## config.mk

```make
export PLATFORM = sky130hd
export DESIGN_NAME = pico_cpu_mc_flat
export DESIGN_NICKNAME = d
export VERILOG_FILES = /design/src/rtl/pico_cpu_mc_if.sv /design/src/rtl/pico_cpu_mc.sv /design/src/flat_wrapper.sv
export SDC_FILE = /design/constraint.sdc
export NUM_CORES = 1
export LEC_CHECK = 0
export BUFFER_PORTS_ARGS = -buffer_cell sky130_fd_sc_hd__buf_2
export CAP_MARGIN = 20
export CELL_PAD_IN_SITES_DETAIL_PLACEMENT = 0
export CELL_PAD_IN_SITES_GLOBAL_PLACEMENT = 2
export CORE_MARGIN = 4
export CORE_UTILIZATION = 40
export DETAILED_ROUTE_END_ITERATION = 8
export PLACE_DENSITY = 0.81
export SYNTH_ARGS = -nofsm -noshare
export SYNTH_HDL_FRONTEND = slang
export SYNTH_SLANG_ARGS = --single-unit
```

## constraint.sdc

```tcl
create_clock -name clk -period 4.3 [get_ports clk]
set_input_delay 1.075 -clock clk [delete_from_list [all_inputs] [get_ports clk]]
set_output_delay 1.075 -clock clk [all_outputs]
set_load 0.005 [all_outputs]
```

## src/rtl/pico_cpu_mc_if.sv

```systemverilog
// pico_cpu_mc_if: bus bundle for the picoMIPS gen-3 core.
// Carries instruction fetch, ready/valid input port, ready/valid output port and busy.
// The master modport is the core side; the slave modport is the memory/board side.
interface pico_cpu_mc_if #(
    parameter int N      = 8,
    parameter int P_SIZE = 5,
    parameter int I_SIZE = 16
);
    logic [P_SIZE-1:0] imem_addr;
    logic [I_SIZE-1:0] imem_data;
    logic [N-1:0]      in_data;
    logic              in_valid;
    logic              in_ready;
    logic [N-1:0]      out_data;
    logic              out_valid;
    logic              out_ready;
    logic              busy;

    modport master (
        output imem_addr,
        input  imem_data,
        input  in_data,
        input  in_valid,
        output in_ready,
        output out_data,
        output out_valid,
        input  out_ready,
        output busy
    );

    modport slave (
        input  imem_addr,
        output imem_data,
        output in_data,
        output in_valid,
        input  in_ready,
        input  out_data,
        input  out_valid,
        output out_ready,
        input  busy
    );
endinterface

```

## src/rtl/pico_cpu_mc.sv

```systemverilog
// pico_cpu_mc: picoMIPS generation-3 multi-cycle CPU.
// Register file, zero flag, ready/valid I/O ports, external combinational instruction memory.
// Build macro PICO_HW_MUL_EN: when defined, MUL completes in one RUN cycle through a
// combinational multiplier; when undefined, MUL runs an N-cycle shift-add in the MUL state.
module pico_cpu_mc #(
    parameter int N      = 8,
    parameter int P_SIZE = 5,
    parameter int I_SIZE = 16,
    parameter int NREGS  = 8
) (
    input  logic          clk,
    input  logic          n_reset,
    pico_cpu_mc_if.master bus
);
    localparam logic [2:0] OP_NOP  = 3'd0;
    localparam logic [2:0] OP_ADD  = 3'd1;
    localparam logic [2:0] OP_ADDI = 3'd2;
    localparam logic [2:0] OP_MUL  = 3'd3;
    localparam logic [2:0] OP_IN   = 3'd4;
    localparam logic [2:0] OP_OUT  = 3'd5;
    localparam logic [2:0] OP_BZ   = 3'd6;

    typedef enum logic [1:0] {RUN, MUL, WAIT_IN, WAIT_OUT} state_t;

    state_t            state;
    state_t            state_nxt;
    logic [P_SIZE-1:0] pc;
    logic [P_SIZE-1:0] pc_nxt;
    logic [P_SIZE-1:0] pc_inc;
    logic [N-1:0]      regs [0:7];
    logic              z;
    logic [N-1:0]      out_data_r;
    logic              out_valid_r;

    // Instruction fields; imm and tgt overlap other fields by design of the encoding.
    logic [2:0]        op;
    logic [2:0]        rd;
    logic [2:0]        rs;
    logic [N-1:0]      imm;
    logic [P_SIZE-1:0] tgt;
    logic [N-1:0]      a_val;
    logic [N-1:0]      b_val;

    // Control produced by the next-state logic.
    logic              wr_en;
    logic [2:0]        wr_idx;
    logic [N-1:0]      wr_val;
    logic              z_we;
    logic              out_load;
    logic              mul_start;
    logic              in_ready;

`ifdef PICO_HW_MUL_EN
`else
    localparam int CW = $clog2(N);
    logic [N-1:0]      mul_a;
    logic [N-1:0]      mul_b;
    logic [N-1:0]      mul_acc;
    logic [CW-1:0]     mul_cnt;
    logic [2:0]        mul_rd;
    logic              mul_last;
    assign mul_last = (mul_cnt == CW'(N - 1));
`endif

    assign op     = bus.imem_data[15:13];
    assign rd     = bus.imem_data[12:10];
    assign rs     = bus.imem_data[9:7];
    assign imm    = N'(bus.imem_data[7:0]);
    assign tgt    = bus.imem_data[P_SIZE-1:0];
    assign pc_inc = pc + P_SIZE'(1);

    // R0 and indices beyond the implemented register count read as zero.
    assign a_val = (rd == 3'd0 || int'(rd) >= NREGS) ? '0 : regs[rd];
    assign b_val = (rs == 3'd0 || int'(rs) >= NREGS) ? '0 : regs[rs];

    assign bus.imem_addr = pc;
    assign bus.in_ready  = in_ready;
    assign bus.out_data  = out_data_r;
    assign bus.out_valid = out_valid_r;
    assign bus.busy      = (state != RUN);

    // State register
    always_ff @(posedge clk or negedge n_reset) begin
        if (!n_reset) state <= RUN;
        else          state <= state_nxt;
    end

    // Next-state, PC and write-back decisions for the current state and instruction
    always_comb begin
        state_nxt = state;
        pc_nxt    = pc;
        wr_en     = 1'b0;
        wr_idx    = rd;
        wr_val    = '0;
        z_we      = 1'b0;
        out_load  = 1'b0;
        mul_start = 1'b0;
        in_ready  = 1'b0;
        case (state)
            RUN: begin
                case (op)
                    OP_NOP: pc_nxt = pc_inc;
                    OP_ADD: begin
                        wr_en  = 1'b1;
                        wr_val = a_val + b_val;
                        z_we   = 1'b1;
                        pc_nxt = pc_inc;
                    end
                    OP_ADDI: begin
                        wr_en  = 1'b1;
                        wr_val = a_val + imm;
                        z_we   = 1'b1;
                        pc_nxt = pc_inc;
                    end
                    OP_MUL: begin
`ifdef PICO_HW_MUL_EN
                        wr_en  = 1'b1;
                        wr_val = a_val * b_val;
                        z_we   = 1'b1;
                        pc_nxt = pc_inc;
`else
                        mul_start = 1'b1;
                        state_nxt = MUL;
`endif
                    end
                    OP_IN: state_nxt = WAIT_IN;
                    OP_OUT: begin
                        // A pending value being taken this cycle frees the slot immediately.
                        if (!out_valid_r || bus.out_ready) begin
                            out_load = 1'b1;
                            pc_nxt   = pc_inc;
                        end else begin
                            state_nxt = WAIT_OUT;
                        end
                    end
                    OP_BZ:   pc_nxt = z ? tgt : pc_inc;
                    default: pc_nxt = tgt;
                endcase
            end
            MUL: begin
`ifdef PICO_HW_MUL_EN
                state_nxt = RUN;
`else
                if (mul_last) begin
                    wr_en     = 1'b1;
                    wr_idx    = mul_rd;
                    wr_val    = mul_acc + (mul_b[0] ? mul_a : '0);
                    z_we      = 1'b1;
                    pc_nxt    = pc_inc;
                    state_nxt = RUN;
                end
`endif
            end
            WAIT_IN: begin
                in_ready = 1'b1;
                if (bus.in_valid) begin
                    wr_en     = 1'b1;
                    wr_val    = bus.in_data;
                    pc_nxt    = pc_inc;
                    state_nxt = RUN;
                end
            end
            default: begin
                if (bus.out_ready) begin
                    out_load  = 1'b1;
                    pc_nxt    = pc_inc;
                    state_nxt = RUN;
                end
            end
        endcase
    end

    // Architectural state: PC, register file, zero flag and output port
    always_ff @(posedge clk or negedge n_reset) begin
        if (!n_reset) begin
            pc          <= '0;
            z           <= 1'b0;
            out_data_r  <= '0;
            out_valid_r <= 1'b0;
            for (int i = 0; i < 8; i++) regs[i] <= '0;
        end else begin
            pc <= pc_nxt;
            if (wr_en && wr_idx != 3'd0 && int'(wr_idx) < NREGS) regs[wr_idx] <= wr_val;
            if (z_we) z <= (wr_val == '0);
            if (out_load) begin
                out_data_r  <= b_val;
                out_valid_r <= 1'b1;
            end else if (out_valid_r && bus.out_ready) begin
                out_valid_r <= 1'b0;
            end
        end
    end

`ifdef PICO_HW_MUL_EN
`else
    // Shift-add multiplier: one multiplier bit per MUL cycle, low N bits kept
    always_ff @(posedge clk or negedge n_reset) begin
        if (!n_reset) begin
            mul_a   <= '0;
            mul_b   <= '0;
            mul_acc <= '0;
            mul_cnt <= '0;
            mul_rd  <= '0;
        end else if (mul_start) begin
            mul_a   <= a_val;
            mul_b   <= b_val;
            mul_acc <= '0;
            mul_cnt <= '0;
            mul_rd  <= rd;
        end else if (state == MUL) begin
            if (mul_b[0]) mul_acc <= mul_acc + mul_a;
            mul_a   <= mul_a << 1;
            mul_b   <= mul_b >> 1;
            mul_cnt <= mul_cnt + CW'(1);
        end
    end
`endif
endmodule

```

## src/flat_wrapper.sv

```systemverilog
// flat-port wrapper written by rule: the top's interface ports become plain ports
module pico_cpu_mc_flat 
#(
    parameter int N      = 8,
    parameter int P_SIZE = 5,
    parameter int I_SIZE = 16,
    parameter int NREGS  = 8
)
  (clk, n_reset, bus_imem_addr, bus_imem_data, bus_in_data, bus_in_valid, bus_in_ready, bus_out_data, bus_out_valid, bus_out_ready, bus_busy);
  pico_cpu_mc_if #(.N(N), .P_SIZE(P_SIZE), .I_SIZE(I_SIZE)) bus_i ();
  input  logic clk;
  input  logic n_reset;
  output wire logic [$bits(bus_i.imem_addr)-1:0] bus_imem_addr;
  input wire logic [$bits(bus_i.imem_data)-1:0] bus_imem_data;
  input wire logic [$bits(bus_i.in_data)-1:0] bus_in_data;
  input wire logic [$bits(bus_i.in_valid)-1:0] bus_in_valid;
  output wire logic [$bits(bus_i.in_ready)-1:0] bus_in_ready;
  output wire logic [$bits(bus_i.out_data)-1:0] bus_out_data;
  output wire logic [$bits(bus_i.out_valid)-1:0] bus_out_valid;
  input wire logic [$bits(bus_i.out_ready)-1:0] bus_out_ready;
  output wire logic [$bits(bus_i.busy)-1:0] bus_busy;
  assign bus_imem_addr = bus_i.imem_addr;
  assign bus_i.imem_data = bus_imem_data;
  assign bus_i.in_data = bus_in_data;
  assign bus_i.in_valid = bus_in_valid;
  assign bus_in_ready = bus_i.in_ready;
  assign bus_out_data = bus_i.out_data;
  assign bus_out_valid = bus_i.out_valid;
  assign bus_i.out_ready = bus_out_ready;
  assign bus_busy = bus_i.busy;
  pico_cpu_mc #(.N(N), .P_SIZE(P_SIZE), .I_SIZE(I_SIZE), .NREGS(NREGS)) u_core (.clk(clk), .n_reset(n_reset), .bus(bus_i));
endmodule
```

# == Word-level counts from Yosys, hierarchy flattened ==
# Index checks and enable logic that the tools add are counted.
# totals
ff_bits,111
input_bits,28
out_inout_bits,16
wordCells,123
# classes
add_sub_neg,6
magnitude_cmp,4
n_eq_ne,15
muxes,54
bitwise,3
n_reduce_logical,23
# op_table
op,n
$mux 8,17
$bwmux 64,1
$bmux 8 s3,2
$add 8x8->8,4
$mux 5,5
$demux 8 s3,1
$pmux 8 s3,1
$pmux 5 s4,1
$pmux 8 s2,1
$pmux 5 s3,1
$eq 3x3->1 const B,4
$ge 4x4->1 const B,3
$mux 3,4
$not 3->4,3
$pmux 2 s3,2
$mux 1,11
$reduce_and 5->1,2
$logic_not 3->1,3
$logic_not 8->1,1
$mux 2,4
$reduce_bool 2->1,4
$eq 3x2->1 const B,2
$reduce_or 2->1,3
$add 5x1->5 const B,1
other kinds (20),24

# == Longest topological paths before layout ==
# Gate-level depths: netlist of the first run.
# depth
depth_word,9
mapped_depth,16
depth_no_buf,14

# == Least setup slack after synthesis of the first run ==
# OpenSTA, ideal clock, no wires.
# synth_timing
path_kind,input to register
start,input bus_imem_data[8]
end,register u_core.regs[30] (netlist bit)
setup_ps,125
t_arrival_ps,4309
t_required_ps,4175
path_slack_ps,-134
stages,15
path_buffers,2
cell_sequence,buf_2 > buf_1 > mux4_2 > nor2_1 > a221oi_1 > mux2_2 > ha_1 > fa_1 > a211oi_1 > o21bai_1 > a21oi_1 > xor2_1 > o221a_2 > nor2_1 > mux2_2
# synth_via
elab_chain_len,9
elab_cells_between_ends,10
classes_between,add/sub: 1; mux: 7; bitwise: 1; reduce/logical: 1
# synth_lines
element,line,source
start: declaration,flat_wrapper.sv:14,input wire logic [$bits(bus_i.imem_data)-1:0] bus_imem_data;
$not 3->4 (not written as such),pico_cpu_mc.sv:74,assign b_val = (rs == 3'd0 || int'(rs) >= NREGS) ? '0 : regs[rs];
$bmux 8 s3,pico_cpu_mc.sv:74,
$mux 8 (not written as such) (2 in series),pico_cpu_mc.sv:74,
$mux 8 (*),pico_cpu_mc.sv:74,
$add 8x8->8 (*),pico_cpu_mc.sv:105,wr_val = a_val + b_val;
$pmux 8 s2 (*),pico_cpu_mc.sv:101,case (op)
$pmux 8 s3 (*),pico_cpu_mc.sv:99,case (state)
$bwmux 64 (*),pico_cpu_mc.sv:183,if (wr_en && wr_idx != 3'd0 && int'(wr_idx) < NREGS) regs[wr_idx] <= wr_val;
end: declaration,pico_cpu_mc.sv:30,logic [N-1:0] regs [0:7];
# Mark *: on every way between the ends. The rest lies on a longest branch, timed or not. The select of a mux whose other input is x is not followed.
# A chain may end at the register's enable or synchronous reset.

# == Worst setup path in the final report of the first run ==
# layout_timing
start,input bus_imem_data[7]
end,register u_core.regs[14] (netlist bit)
# Same word-level chain as after synthesis.

==> flow_metrics.env, run 1 <==
export IMPL_status="complete, no violations"
export IMPL_initial_utilization_pct=41.28
export IMPL_rows=47
export IMPL_fin_skew_ns=0.006509
export IMPL_cts_buffer_depth=2
export IMPL_hold_violations=0
export IMPL_cts_hold_buf=0
export IMPL_ys_seq_area_share_pct=40.15
export IMPL_grt_pass1_vias=5387
export IMPL_crit_path_start_kind="input pin"
export IMPL_grt_max_degree=63
export IMPL_drt_iter0_drc=382
export IMPL_yosys_warnings=0
export IMPL_critPathRequiredTime_ns=4.60
export IMPL_grt_pass1_wl_um=30480
export IMPL_syn_area_um2=6918
export IMPL_rsz0062_at_grt="yes"
export IMPL_fp_dieW_um=139.5
export IMPL_clkTransAtPathRegs_ns=0.07
export IMPL_power_total_w=0.004533
export IMPL_place_area_um2=7590
export IMPL_clock_sinks=111
export IMPL_setup_viol=0
export IMPL_numPortBuffers=43
export IMPL_cts_setup_buffers=0
export IMPL_drtPass1Iterations=5
export IMPL_diodes=0
export IMPL_fin_crit_ns=4.125
export IMPL_post_route_cell_area_um2=7919
export IMPL_drt_total_wl_um=18900
export IMPL_power_density_nw_per_um2=572.5
export IMPL_cts_root_buffer="clkbuf_16"
export IMPL_cp_end_kind="register"
export IMPL_die_h_um=139.5
export IMPL_coreArea_um2=16760
export IMPL_synth_top_area_share_pct=40.15
export IMPL_worstPathMaxFanout=7
export IMPL_arrival_ns=4.42
export IMPL_synth_area_leader_cell="dfrtp_1"
export IMPL_syn_inst=682
export IMPL_place_gp_congestion=0.8679
export IMPL_cts_tree="yes"
export IMPL_fin_crit_sh_pct=95.94
export IMPL_clkLatencyLatePin_ns=0.36
export IMPL_synth_async_sr_flop_share_pct=100.0
export IMPL_layout_commonest_cell="dfrtp_1"
export IMPL_dp_hpwl_um=14180
export IMPL_worstMarginPinSlew_ns=0.6885
export IMPL_vias_per_cell=5.595
export IMPL_vdd_drop_max_mv=0.2020
export IMPL_syn_area_per_cell_um2=10.14
export IMPL_post_drt_wl_per_cell_um=19.66
export IMPL_ys_types=56
export IMPL_synth_ff_type="dfrtp_1"
export IMPL_htreeDepth=3
export IMPL_antenna_found_initial=0
export IMPL_relSlewSlack_pct=54.10
export IMPL_tritoncts_num_buffers=9
export IMPL_vias=5377
export IMPL_nets=795
export IMPL_synth_seq_cells=111
export IMPL_layout_common_cells="111 x dfrtp_1, 71 x mux2_2, 62 x nand2_1"
export IMPL_grt_overflow_total=0
export IMPL_route_detailed_drc=0
export IMPL_cap_violations=0
export IMPL_max_freq_ghz=0.2424
export IMPL_syn_to_final_growth_pct=14.47
export IMPL_maxSlewViolCount=0
export IMPL_syn_num_nets=741
export IMPL_grt_util_all_layers_pct=19.78
export IMPL_drive_above_1_share_pct=27.40
export IMPL_hp_class="reg -> reg"
export IMPL_synth_area_leaders="dfrtp_1 40%, mux2_2 12%, mux4_2 5.2%, ha_1 5.1%, mux2i_1 4.5%"
export IMPL_critPathKind="in -> reg"
export IMPL_ioPinCount=44
export IMPL_synth_edf_count=0
export IMPL_detail_route_antenna_nets=0
export IMPL_p_leak_nw=3.649
export IMPL_die_area_um2=19460
[final cells by class]
class | instances | area [um^2]
Clock inverter | 5 | 63.81
Tap cell | 220 | 275.3
Clock buffer | 11 | 252.7
Multi-Input combinational cell | 508 | 3902
Sequential cell | 111 | 2778
Fill cell | 1589 | 8841
Timing Repair Buffer | 91 | 590.6
Inverter | 15 | 56.30
[power breakdown]
part / switching, W / internal (W)
Combinational: 0.000899 / 0.000937
Sequential: 0.000356 / 0.00145
Clock: 0.000401 / 0.000489
Total: 0.00166 / 0.00288
[metal layers]
metal	GRT usage, %	wire [um]	vias up
met5	0	0	-
met4	7.003	421	0
met3	2.573	614	22
met2	31.70	9079	122
met1	27.67	8781	2670
li1	-	-	2563
[worst paths after layout]
path,start,end,slack (ns),depth (start not counted)
hold reg to reg,u_core.regs[56],u_core.regs[56],0.38,0
setup reg to reg,u_core.regs[32],u_core.regs[14],0.68,13
max in group asynchronous,n_reset,u_core.regs[13],2.78,2
setup / recovery,bus_imem_data[7],u_core.regs[14],0.17,15
min in group asynchronous,n_reset,u_core.state[0],0.75,1
hold / removal,u_core.regs[56],u_core.regs[56],0.38,0
[sequential cells by signal (all words and copies together), names as in the netlist, 2 cells and up]
register and flops:
u_core.mul_a 8, u_core.mul_cnt 3, u_core.mul_rd 3, u_core.bus.imem_addr 5, u_core.regs 64, u_core.mul_acc 8, u_core.state 2, u_core.mul_b 8
u_core.bus.out_data 8
[stage by stage]
stage | cells | hold slack (ns) | worst slack, ns | setup TNS [ns] | util (%)
after floorplan | 682 | 0.4246 | 0.01652 | 0 | -
after global placement | 945 | 0.3628 | -0.05861 | -0.4018 | 45.29
after detailed placement | 945 | 0.3635 | -0.1875 | -2.486 | 45.29
after CTS | 961 | 0.3799 | 0.1994 | 0 | 47.17
after global routing | 961 | 0.3879 | -0.1287 | -1.682 | 47.25
final | 961 | 0.3839 | 0.1747 | 0 | 47.25
[worst max-delay path, stage by stage]
cell	delay [ns]
buf_2	0.15
buf_4	0.15
or2_0	0.27
o21ai_0	0.18
a221oi_1	0.15
mux2_2	0.30
ha_1	0.22
fa_1	0.42
a211oi_2	0.29
o21bai_1	0.11
a21oi_1	0.19
xor2_1	0.09
o221a_2	0.28
nor2_1	0.32
mux2_2	0.24
[kinds of logic (layout without fill, tap and decap cells)]
logic type	Yosys count	count (layout)	share of synthesized area, %
AND/OR/NAND/NOR	201	201	13.75
AO/OA/AOI/OAI	145	145	13.46
multiplexers	118	118	21.25
flip-flops	111	111	40.15
buffers and inverters	63	122	3.816
adder cells (fa/ha/maj)	31	31	5.932
XOR/XNOR	13	13	1.646
[cells in the mapped netlist, drive strengths merged, types with 2 or more instances]
cell type  number
nor3            7
mux4           16
clkbuf         31
a211o           3
nand4           2
o211ai          5
a211oi          4
buf            17
nor2b          19
inv            15
o21ai          44
and2           16
nor3b           3
nand3          12
a31oi           4
dfrtp         111
o2111ai         2
ha             28
a221oi         15
o31ai           3
xnor2           9
a22o            2
mux2           71
a31o            2
a21oi          38
nor2           57
o22ai           2
a222oi          3
a21o            3
o21bai          4
and3            5
mux2i          31
nand2          62
nand2b          8
xor2            4
or3             3
fa              3
nand3b          4
[repair_timing]
action                                 4_1_cts  5_1_grt
endpoints found under the hold margin        0        0
resized for setup                            0        2
setup endpoints to repair                    0       19
(Power assumes the default switching activity.)
==> run 2, diff against run 1 <==
--- a/config.mk
+++ b/config.mk
@@ -5,9 +5,9 @@
 export SDC_FILE = /design/constraint.sdc
 export NUM_CORES = 1
 export LEC_CHECK = 0
-export BUFFER_PORTS_ARGS = -buffer_cell sky130_fd_sc_hd__buf_2
+export BUFFER_PORTS_ARGS = -buffer_cell sky130_fd_sc_hd__clkbuf_2
 export CAP_MARGIN = 20
-export CELL_PAD_IN_SITES_DETAIL_PLACEMENT = 0
+export CELL_PAD_IN_SITES_DETAIL_PLACEMENT = 1
 export CELL_PAD_IN_SITES_GLOBAL_PLACEMENT = 2
 export CORE_MARGIN = 4
 export CORE_UTILIZATION = 40
==> run 2 against run 1 <==
Compared with the run above:
- register-to-register slack better by 0.10 ns
- die area stayed put
- sequential power hardly changed
- clock power is 6.9% higher
==> flow_metrics.env, run 2 (synthesized netlist as in run 1, its figures left out) <==
export IMPL_rsz0062_at_grt="no"
export IMPL_place_area_um2=7597
export IMPL_nets=796
export IMPL_hold_slack_ns=0.3828
export IMPL_htreeDepth=3
export IMPL_clock_sinks=111
export IMPL_setup_ws_ns=0.2059
export IMPL_critPathRequiredTime_ns=4.56
export IMPL_drive_above_1_share_pct=27.49
export IMPL_worstPathMaxFanout=7
export IMPL_cts_root_buffer="clkbuf_16"
export IMPL_dp_hpwl_um=15510
export IMPL_detail_route_antenna_nets=0
export IMPL_grt_pass1_vias=5847
export IMPL_die_h_um=139.5
export IMPL_dpl_worst_slack_ns=-0.2404
export IMPL_syn_to_final_growth_pct=14.74
export IMPL_relSlewSlack_pct=55.47
export IMPL_fin_crit_ns=4.094
export IMPL_path_buf_inv=1
export IMPL_place_gp_congestion=0.9240
export IMPL_route_detailed_drc=0
export IMPL_max_freq_ghz=0.2443
export IMPL_cts_buffer_depth=2
export IMPL_post_route_cell_area_um2=7938
export IMPL_status="complete, no violations"
export IMPL_worst_path_max_delay_cell="mux4_2"
export IMPL_grt_max_degree=64
export IMPL_fin_skew_ns=0.009934
export IMPL_diodes=0
export IMPL_cpPeakStageDelay_ns=0.53
export IMPL_vdd_drop_max_mv=0.2298
export IMPL_tritoncts_num_buffers=9
export IMPL_clkLatencyLatePin_ns=0.37
export IMPL_numPortBuffers=43
export IMPL_initial_utilization_pct=41.28
export IMPL_rows=47
export IMPL_die_area_um2=19460
export IMPL_largest_reg_flops=64
export IMPL_cp_cell_sequence="clkbuf_2, mux4_2, nor2_1, a221oi_1, mux2_2, ha_1, fa_1, a211oi_2, o21bai_1, a21oi_1, xor2_1, o221a_2, nor2_2, mux2_2"
export IMPL_drt_total_wl_um=20310
export IMPL_ioPinCount=44
export IMPL_cap_violations=0
export IMPL_setup_viol=0
export IMPL_hp_class="reg -> reg"
export IMPL_layout_common_cells="111 x dfrtp_1, 71 x mux2_2, 62 x nand2_1"
export IMPL_drt_iter0_drc=270
export IMPL_largest_register="u_core.regs"
export IMPL_critPathKind="in -> reg"
export IMPL_worstMarginPinSlew_ns=0.6679
export IMPL_maxSlewViolCount=0
export IMPL_cp_end_kind="register"
export IMPL_critPathMostFrequentCell="mux2_2"
export IMPL_grt_pass1_wl_um=33010
export IMPL_fin_crit_sh_pct=95.21
export IMPL_clkTransAtPathRegs_ns=0.08
export IMPL_hold_violations=0
export IMPL_grt_util_all_layers_pct=21.43
export IMPL_grt_overflow_total=0
export IMPL_drtPass1Iterations=5
export IMPL_vias_per_cell=5.712
export IMPL_cts_tree="yes"
export IMPL_coreArea_um2=16760
export IMPL_power_density_nw_per_um2=584.7
export IMPL_post_drt_wl_per_cell_um=21.11
export IMPL_antenna_found_initial=0
export IMPL_cp_top_family="multiplexers"
export IMPL_p_leak_nw=3.666
export IMPL_vias=5495
export IMPL_layout_commonest_cell="dfrtp_1"
export IMPL_fp_dieW_um=139.5
export IMPL_arrival_ns=4.35
export IMPL_crit_path_start_kind="input pin"
==> run 2: cell types whose count changed in the layout (fill, tap and decap cells not counted), moves of 2 or more <==
cell      delta
buf_2       -42
clkbuf_2    +42
clkbuf_8     -2
inv_8        +2
nor2_1       -2
nor2_2       +2
==> run 2: timing repair <==
item                       CTS  global route
resized for setup            0             4
setup buffers                0             0
setup endpoints to repair    0            16
hold buffers                 0             0
==> run 2: worst paths after layout <==
kind | from | endpoint | slack [ns] | cells past startpoint
setup reg to reg | u_core.regs[40] | u_core.regs[6] | 0.78 | 13
hold reg to reg | u_core.regs[60] | u_core.regs[60] | 0.38 | 0
max in group asynchronous | n_reset | u_core.regs[13] | 2.80 | 2
setup / recovery | bus_imem_data[7] | u_core.regs[6] | 0.21 | 14
hold / removal | u_core.regs[60] | u_core.regs[60] | 0.38 | 0
min in group asynchronous | n_reset | u_core.bus.out_valid | 0.73 | 1
==> run 2: per-stage QoR <==
| stage | utilization, % | power, W | std cells | TNS [ns] |
|---|---|---|---|---|
| global placement | 45.33 | 0.003569 | 946 | -0.9368 |
| finish | 47.36 | 0.004641 | 962 | 0 |
| detailed placement | 45.33 | 0.003697 | 946 | -3.755 |
| CTS | 47.29 | 0.004672 | 962 | 0 |
| floorplan | - | 0.003017 | 682 | 0 |
| global route | 47.36 | 0.004974 | 962 | 0 |
==> run 2: layout make-up <==
cell class              count  area (um^2)
well taps                 220        275.3
fillers                  1897         8822
repair buffers             92        598.1
clock inverters             6        100.1
multi-input cells         508         3901
inverters                  15        56.30
flip-flops and latches    111         2778
clock buffers              10        229.0
==> run 2: report_power, final <==
part | switching [W] | leakage (nW) | internal (W) | total [W]
sequential | 0.000379 | 1.46 | 0.00145 | 0.00183
combinational | 0.000928 | 2.05 | 0.000932 | 0.00186
clock | 0.000427 | 0.162 | 0.000524 | 0.000951
==> run 2: worst register-to-register path, stage by stage, from the launching register on <==
cell and delay (ns):
dfrtp_1 0.41, mux4_2 0.47, nor2_1 0.12, a221oi_1 0.08
mux2_2 0.29, ha_1 0.23, fa_1 0.44, a211oi_2 0.28
o21bai_1 0.12, a21oi_1 0.20, xor2_1 0.17, o221a_2 0.23
nor2_2 0.08, mux2_2 0.31
==> run 2: metal layers <==
metal / track usage, % / share of wire [%] / vias up
li1: - / - / 2570
met1: 28.08 / 45 / 2814
met2: 36.11 / 49 / 81
met3: 3.431 / 2.6 / 30
met4: 7.467 / 3.0 / 0
met5: 0 / 0 / -
